File: src/rtl/dbus_wb_if_pkg.sv
// Shared definitions for the data-side Wishbone bus interface:
// FSM state encodings and the common control/data constants.
package dbus_wb_if_pkg;

    typedef enum logic [1:0] {
        IDLE           = 2'b00,
        BUSY           = 2'b01,
        WAIT_FOR_STALL = 2'b10
    } dbus_state_e;

    localparam logic        STOP          = 1'b1;
    localparam logic        NO_STOP       = 1'b0;
    localparam logic [31:0] ZERO_WORD     = 32'h0000_0000;
    localparam logic        WRITE_ENABLE  = 1'b1;
    localparam logic        WRITE_DISABLE = 1'b0;

endpackage

File: src/rtl/dbus_wb_if.sv
// MEM-stage to Wishbone data bus bridge: one bus cycle per request, stall while outstanding.
// Define DBUS_ERR_EN to add wb_err_i/bus_err_o slave-error termination.
module dbus_wb_if
    import dbus_wb_if_pkg::*;
#(
    parameter int ADDR_W = 32,
    parameter int DATA_W = 32,
    parameter int SEL_W  = 4
) (
    input  logic              clk,
    input  logic              rst,
    input  logic [5:0]        stall_i,
    input  logic              flush_i,
    input  logic              cpu_ce_i,
    input  logic              cpu_we_i,
    input  logic [ADDR_W-1:0] cpu_addr_i,
    input  logic [SEL_W-1:0]  cpu_sel_i,
    input  logic [DATA_W-1:0] cpu_data_i,
    output logic [DATA_W-1:0] cpu_data_o,
    output logic              stallreq_o,
    output logic [ADDR_W-1:0] wb_adr_o,
    output logic [DATA_W-1:0] wb_dat_o,
    input  logic [DATA_W-1:0] wb_dat_i,
    output logic              wb_we_o,
    output logic [SEL_W-1:0]  wb_sel_o,
    output logic              wb_stb_o,
    output logic              wb_cyc_o,
    input  logic              wb_ack_i
`ifdef DBUS_ERR_EN
    ,
    input  logic              wb_err_i,
    output logic              bus_err_o
`endif
);

    dbus_state_e       state, state_nxt;
    logic [ADDR_W-1:0] adr_nxt;
    logic [DATA_W-1:0] dat_nxt;
    logic              we_nxt;
    logic [SEL_W-1:0]  sel_nxt;
    logic              stb_nxt;
    logic              cyc_nxt;
    logic [DATA_W-1:0] rd_buf, rd_buf_nxt;
    logic              drop_bus;
    logic              err;

`ifdef DBUS_ERR_EN
    assign err       = wb_err_i;
    assign bus_err_o = (state == BUSY) && !flush_i && wb_err_i;
`else
    assign err = 1'b0;
`endif

    always_ff @(posedge clk) begin
        if (rst) begin
            state    <= IDLE;
            wb_adr_o <= '0;
            wb_dat_o <= '0;
            wb_we_o  <= WRITE_DISABLE;
            wb_sel_o <= '0;
            wb_stb_o <= 1'b0;
            wb_cyc_o <= 1'b0;
            rd_buf   <= '0;
        end else begin
            state    <= state_nxt;
            wb_adr_o <= adr_nxt;
            wb_dat_o <= dat_nxt;
            wb_we_o  <= we_nxt;
            wb_sel_o <= sel_nxt;
            wb_stb_o <= stb_nxt;
            wb_cyc_o <= cyc_nxt;
            rd_buf   <= rd_buf_nxt;
        end
    end

    always_comb begin
        state_nxt  = state;
        adr_nxt    = wb_adr_o;
        dat_nxt    = wb_dat_o;
        we_nxt     = wb_we_o;
        sel_nxt    = wb_sel_o;
        stb_nxt    = wb_stb_o;
        cyc_nxt    = wb_cyc_o;
        rd_buf_nxt = rd_buf;
        drop_bus   = 1'b0;
        stallreq_o = NO_STOP;
        cpu_data_o = '0;

        case (state)
            IDLE: begin
                if (cpu_ce_i && !flush_i) begin
                    adr_nxt    = cpu_addr_i;
                    dat_nxt    = cpu_we_i ? cpu_data_i : '0;
                    we_nxt     = cpu_we_i;
                    sel_nxt    = cpu_sel_i;
                    stb_nxt    = 1'b1;
                    cyc_nxt    = 1'b1;
                    state_nxt  = BUSY;
                    stallreq_o = STOP;
                end
            end
            BUSY: begin
                if (flush_i) begin
                    drop_bus  = 1'b1;
                    state_nxt = IDLE;
                end else if (err) begin
                    drop_bus   = 1'b1;
                    rd_buf_nxt = '0;
                    state_nxt  = IDLE;
                end else if (wb_ack_i) begin
                    drop_bus = 1'b1;
                    if (wb_we_o == WRITE_DISABLE) begin
                        rd_buf_nxt = wb_dat_i;
                        cpu_data_o = wb_dat_i;
                    end
                    state_nxt = (stall_i != '0) ? WAIT_FOR_STALL : IDLE;
                end else begin
                    stallreq_o = STOP;
                end
            end
            WAIT_FOR_STALL: begin
                // Hold the returned load data until the pipeline can accept it.
                cpu_data_o = rd_buf;
                if (flush_i || stall_i == '0) begin
                    state_nxt = IDLE;
                end
            end
            default: begin
                drop_bus  = 1'b1;
                state_nxt = IDLE;
            end
        endcase

        if (drop_bus) begin
            adr_nxt = '0;
            dat_nxt = '0;
            we_nxt  = WRITE_DISABLE;
            sel_nxt = '0;
            stb_nxt = 1'b0;
            cyc_nxt = 1'b0;
        end
    end

endmodule
File: config.mk
export PLATFORM = sky130hd
export DESIGN_NAME = dbus_wb_if
export DESIGN_NICKNAME = d
export VERILOG_FILES = /design/src/rtl/dbus_wb_if_pkg.sv /design/src/rtl/dbus_wb_if.sv
export SDC_FILE = /design/constraint.sdc
export NUM_CORES = 1
export LEC_CHECK = 0
export BUFFER_PORTS_ARGS = -buffer_cell sky130_fd_sc_hd__clkbuf_2
export CAP_MARGIN = 15
export CORE_ASPECT_RATIO = 1.2
export CORE_MARGIN = 5
export CORE_UTILIZATION = 50
export CTS_BUF_LIST = sky130_fd_sc_hd__clkbuf_4 sky130_fd_sc_hd__clkbuf_8
export DETAILED_ROUTE_END_ITERATION = 7
export PLACE_DENSITY = 0.92
export SLEW_MARGIN = 0
export SYNTH_ARGS = -nofsm -noshare
export SYNTH_HDL_FRONTEND = slang
export SYNTH_SLANG_ARGS = --single-unit
File: constraint.sdc
create_clock -name clk -period 2.8 [get_ports clk]
set_input_delay 0.14 -clock clk [delete_from_list [all_inputs] [get_ports clk]]
set_output_delay 0.14 -clock clk [all_outputs]
set_load 0.02 [all_outputs]
==> results.cfg <==
[detailed_routing]
wl_met1_um = 4770
wl_met2_um = 6780
vias = 4581
wl_per_cell_um = 15.5
wl_met3_um = 1230
drt_iter0_markers = 222
drc = 0
drt_pass1_iterations = 5
ant_nets = 0
highest_layer = met4
avgViaCountPerCell = 5.30
routed_wl_um = 13400

[final_layout]
multi_input_area_um2 = 1870
num_antenna_cells = 0
final-seq-area_um2 = 2080
fin_util = 0.710
nFillCells = 585
fin_nets = 880
final_layout_size_suffix_gt1_frac = 0.312
area_delta_synth_final_pct = 38.5

[logic_synthesis]
synth_cells = 545
synth_area_leader_cell = dfxtp_1
yosysTopAreaCellShare = 0.501
yosysWarnings = 0
yosys_register_bits = 104
synth.area.top_cells = dfxtp_1 (50%), nand2_1 (19%), a21oi_1 (12%)
seq_area_frac_synth = 0.501
ys_types = 25
synth_area_um2 = 4160
synth_nets = 660
avgSynthCellArea_um2 = 7.63

[timing]
fin_ws_ns = 0.296
hold_viol = 0
grt_setup_unrepaired = false
setup_tns_ns = 0
min_period_over_period = 0.894
tightest_slew_ns = 1.08
finalSetupViolations = 0
fmaxAchievable_ghz = 0.399
skew_ns = 0.0123
layout_min_cycle_time_ns = 2.50
relSlewSlack = 0.279
drv_slew = 0

[global_route]
grt.total_usage = 0.260
grt_overflow = 0
grt_antenna_before_repair = 0
grt_max_degree = 71
grt_pass1_vias = 4588
grt_pass1_wl_um = 21200

[clock_tree]
cts.clk_slew.worst_paths_ns = 0.10
root_buffer = clkbuf_8
clockBufferDepth = 2
cts_tree = done
post_cts.repair.setup_buffers = 0
cts_max_level = 3
numClockSinks = 104
clk_latency_ns = 0.36
cts_buffers = 9

[setup_path]
cp-startpoint = state[1]$_SDFFE_PP0P_
worst_setup_path_end_kind = output port
path_class = reg2out
worstPathArrival_ns = 2.36
cpMaxStageDelayCell = nor3b_4
crit_fanout = 26
cp_num_cells = 8
crit_family = simple AND/OR/NAND/NOR gates
crit_path_start_kind = flop
required_ns = 2.66
r2r_start = state[1]$_SDFFE_PP0P_
r2r_slack_ns = 0.58
crit_end = cpu_data_o[16]
max_stage_delay_ns = 0.36
reg2regPathDepth = 6
worst_r2r_endpoint = rd_buf[13]$_SDFFE_PP0P_
crit_chain = inv_1 > ha_1 > nand2b_1 > nor3b_4 > buf_6 > nand2_1 > a21boi_0 > clkbuf_2
critical_path_buf_inv_count = 3

[job]
cap_violations = 0

[placed_design]
portBuffers = 215
dpl.hpwl_um = 8760
pre_cts_slack_ns = 0.599
gp_congestion = 0.788

[floorplanning]
ios = 216
die_y_um = 110
start_util = 0.513
die-area_um2 = 10200
coreArea_um2 = 8110
die_w_um = 93.3
rows = 36

[power_and_ir_drop]
cellPowerDensity_nw_per_um2 = 674
power.leakage_uw = 0.00242
ir_drop_mv = 0.446

[status]
status = finished clean

[hold_path]
min_path_type = in2reg
## worst reg2reg max path, cell delays in order, from the launching register on
cell and delay (ns):
dfxtp_1 0.35, inv_1 0.08, ha_1 0.23, nand2b_1 0.23
or3b_1 0.88, nand2_1 0.16, a21oi_1 0.21
## routing by layer
metal  track usage  up-vias
li1              -     2224
met1         0.274     2090
met2         0.451      214
met3        0.0862       53
met4         0.153        0
met5             0        -
## layout by cell type, fill, tap and decap left out, types with 2 or more instances in the layout
| master | netlist | final |
|---|---|---|
| dlygate4sd3_1 | 0 | 34 |
| o21ai_0 | 2 | 2 |
| clkbuf_2 | 0 | 215 |
| dfxtp_1 | 104 | 104 |
| a21boi_0 | 23 | 23 |
| nand2b_1 | 2 | 2 |
| inv_6 | 0 | 2 |
| inv_1 | 4 | 4 |
| nor2_1 | 3 | 3 |
| clkbuf_8 | 0 | 10 |
| buf_4 | 4 | 3 |
| a21boi_1 | 9 | 9 |
| ha_1 | 3 | 3 |
| nand2_1 | 206 | 206 |
| clkinvlp_4 | 0 | 2 |
| nand3_1 | 33 | 32 |
| a21oi_1 | 101 | 101 |
## worst min path at each step
stage / from / to / slack [ns] / cells past startpoint
floorplan: cpu_addr_i[0] / wb_adr_o[0]$_SDFFE_PP0P_ / 0.28 / 2
global placement: cpu_addr_i[29] / wb_adr_o[29]$_SDFFE_PP0P_ / 0.36 / 3
detailed placement: cpu_addr_i[19] / wb_adr_o[19]$_SDFFE_PP0P_ / 0.37 / 3
CTS: wb_dat_i[31] / rd_buf[31]$_SDFFE_PP0P_ / 0.0001 / 3
global route: cpu_addr_i[3] / wb_adr_o[3]$_SDFFE_PP0P_ / 0.004 / 3
finish: wb_dat_i[31] / rd_buf[31]$_SDFFE_PP0P_ / 0.01 / 3
## state kept, by name, indices dropped and copies added, names as in the netlist
name      flops
wb_sel_o      4
wb_we_o       1
rd_buf       32
wb_cyc_o      1
wb_adr_o     32
state         2
wb_dat_o     32
## where the power goes
| group | switching (µW) | internal (µW) |
|---|---|---|
| clock | 519 | 455 |
| sequential | 82.5 | 1620 |
| combinational | 794 | 411 |
## kinds of logic after synthesis
kind of cell | after synthesis | synth area share
buffers and inverters | 49 | 0.0560
muxes | 1 | 0.00241
and+or+nand+nor | 249 | 0.241
adders and majority gates | 3 | 0.00903
AOI/OAI and AO/OA | 139 | 0.191
DFF | 104 | 0.501
## cells in the mapped netlist, drive strengths merged
cell type and n:
nor2 3, o32ai 1, or3b 1, clkbuf 29
nand2b 2, and3 1, nand3 33, ha 3
dfxtp 104, a31oi 1, a21oi 101, nor3b 1
o311ai 1, mux2i 1, buf 16, nand2 206
inv 4, nor3 1, a21boi 32, o2bb2ai 1
nor4 1, o21ai 2
## through the flow
step	cells	power, µW	hold WS, ns	instance area [µm²]
after detailed placement	815	2880	0.368	5210
after CTS	865	3880	0.000104	5760
after global placement	815	2840	0.362	5210
after floorplan	545	2520	0.276	4160
after global routing	865	4090	0.00417	5760
final	865	3880	0.0110	5760
## repair_timing
| action | 4_1_cts | 5_1_grt |
|---|---|---|
| hold buffers | 34 | 0 |
| endpoints found under the hold margin | 34 | 0 |
| resized for setup | 0 | 1 |
| setup endpoints to repair | 0 | 2 |
## layout make-up
type / count / area share
Sequential cell: 104 / 0.361
Multi-Input combinational cell: 392 / 0.324
Clock buffer: 11 / 0.0252
Timing Repair Buffer: 254 / 0.255
Tap cell: 95 / 0.0206
Clock inverter: 5 / 0.0109
Inverter: 4 / 0.00261
Note: power is estimated with default switching activity, not from simulation.
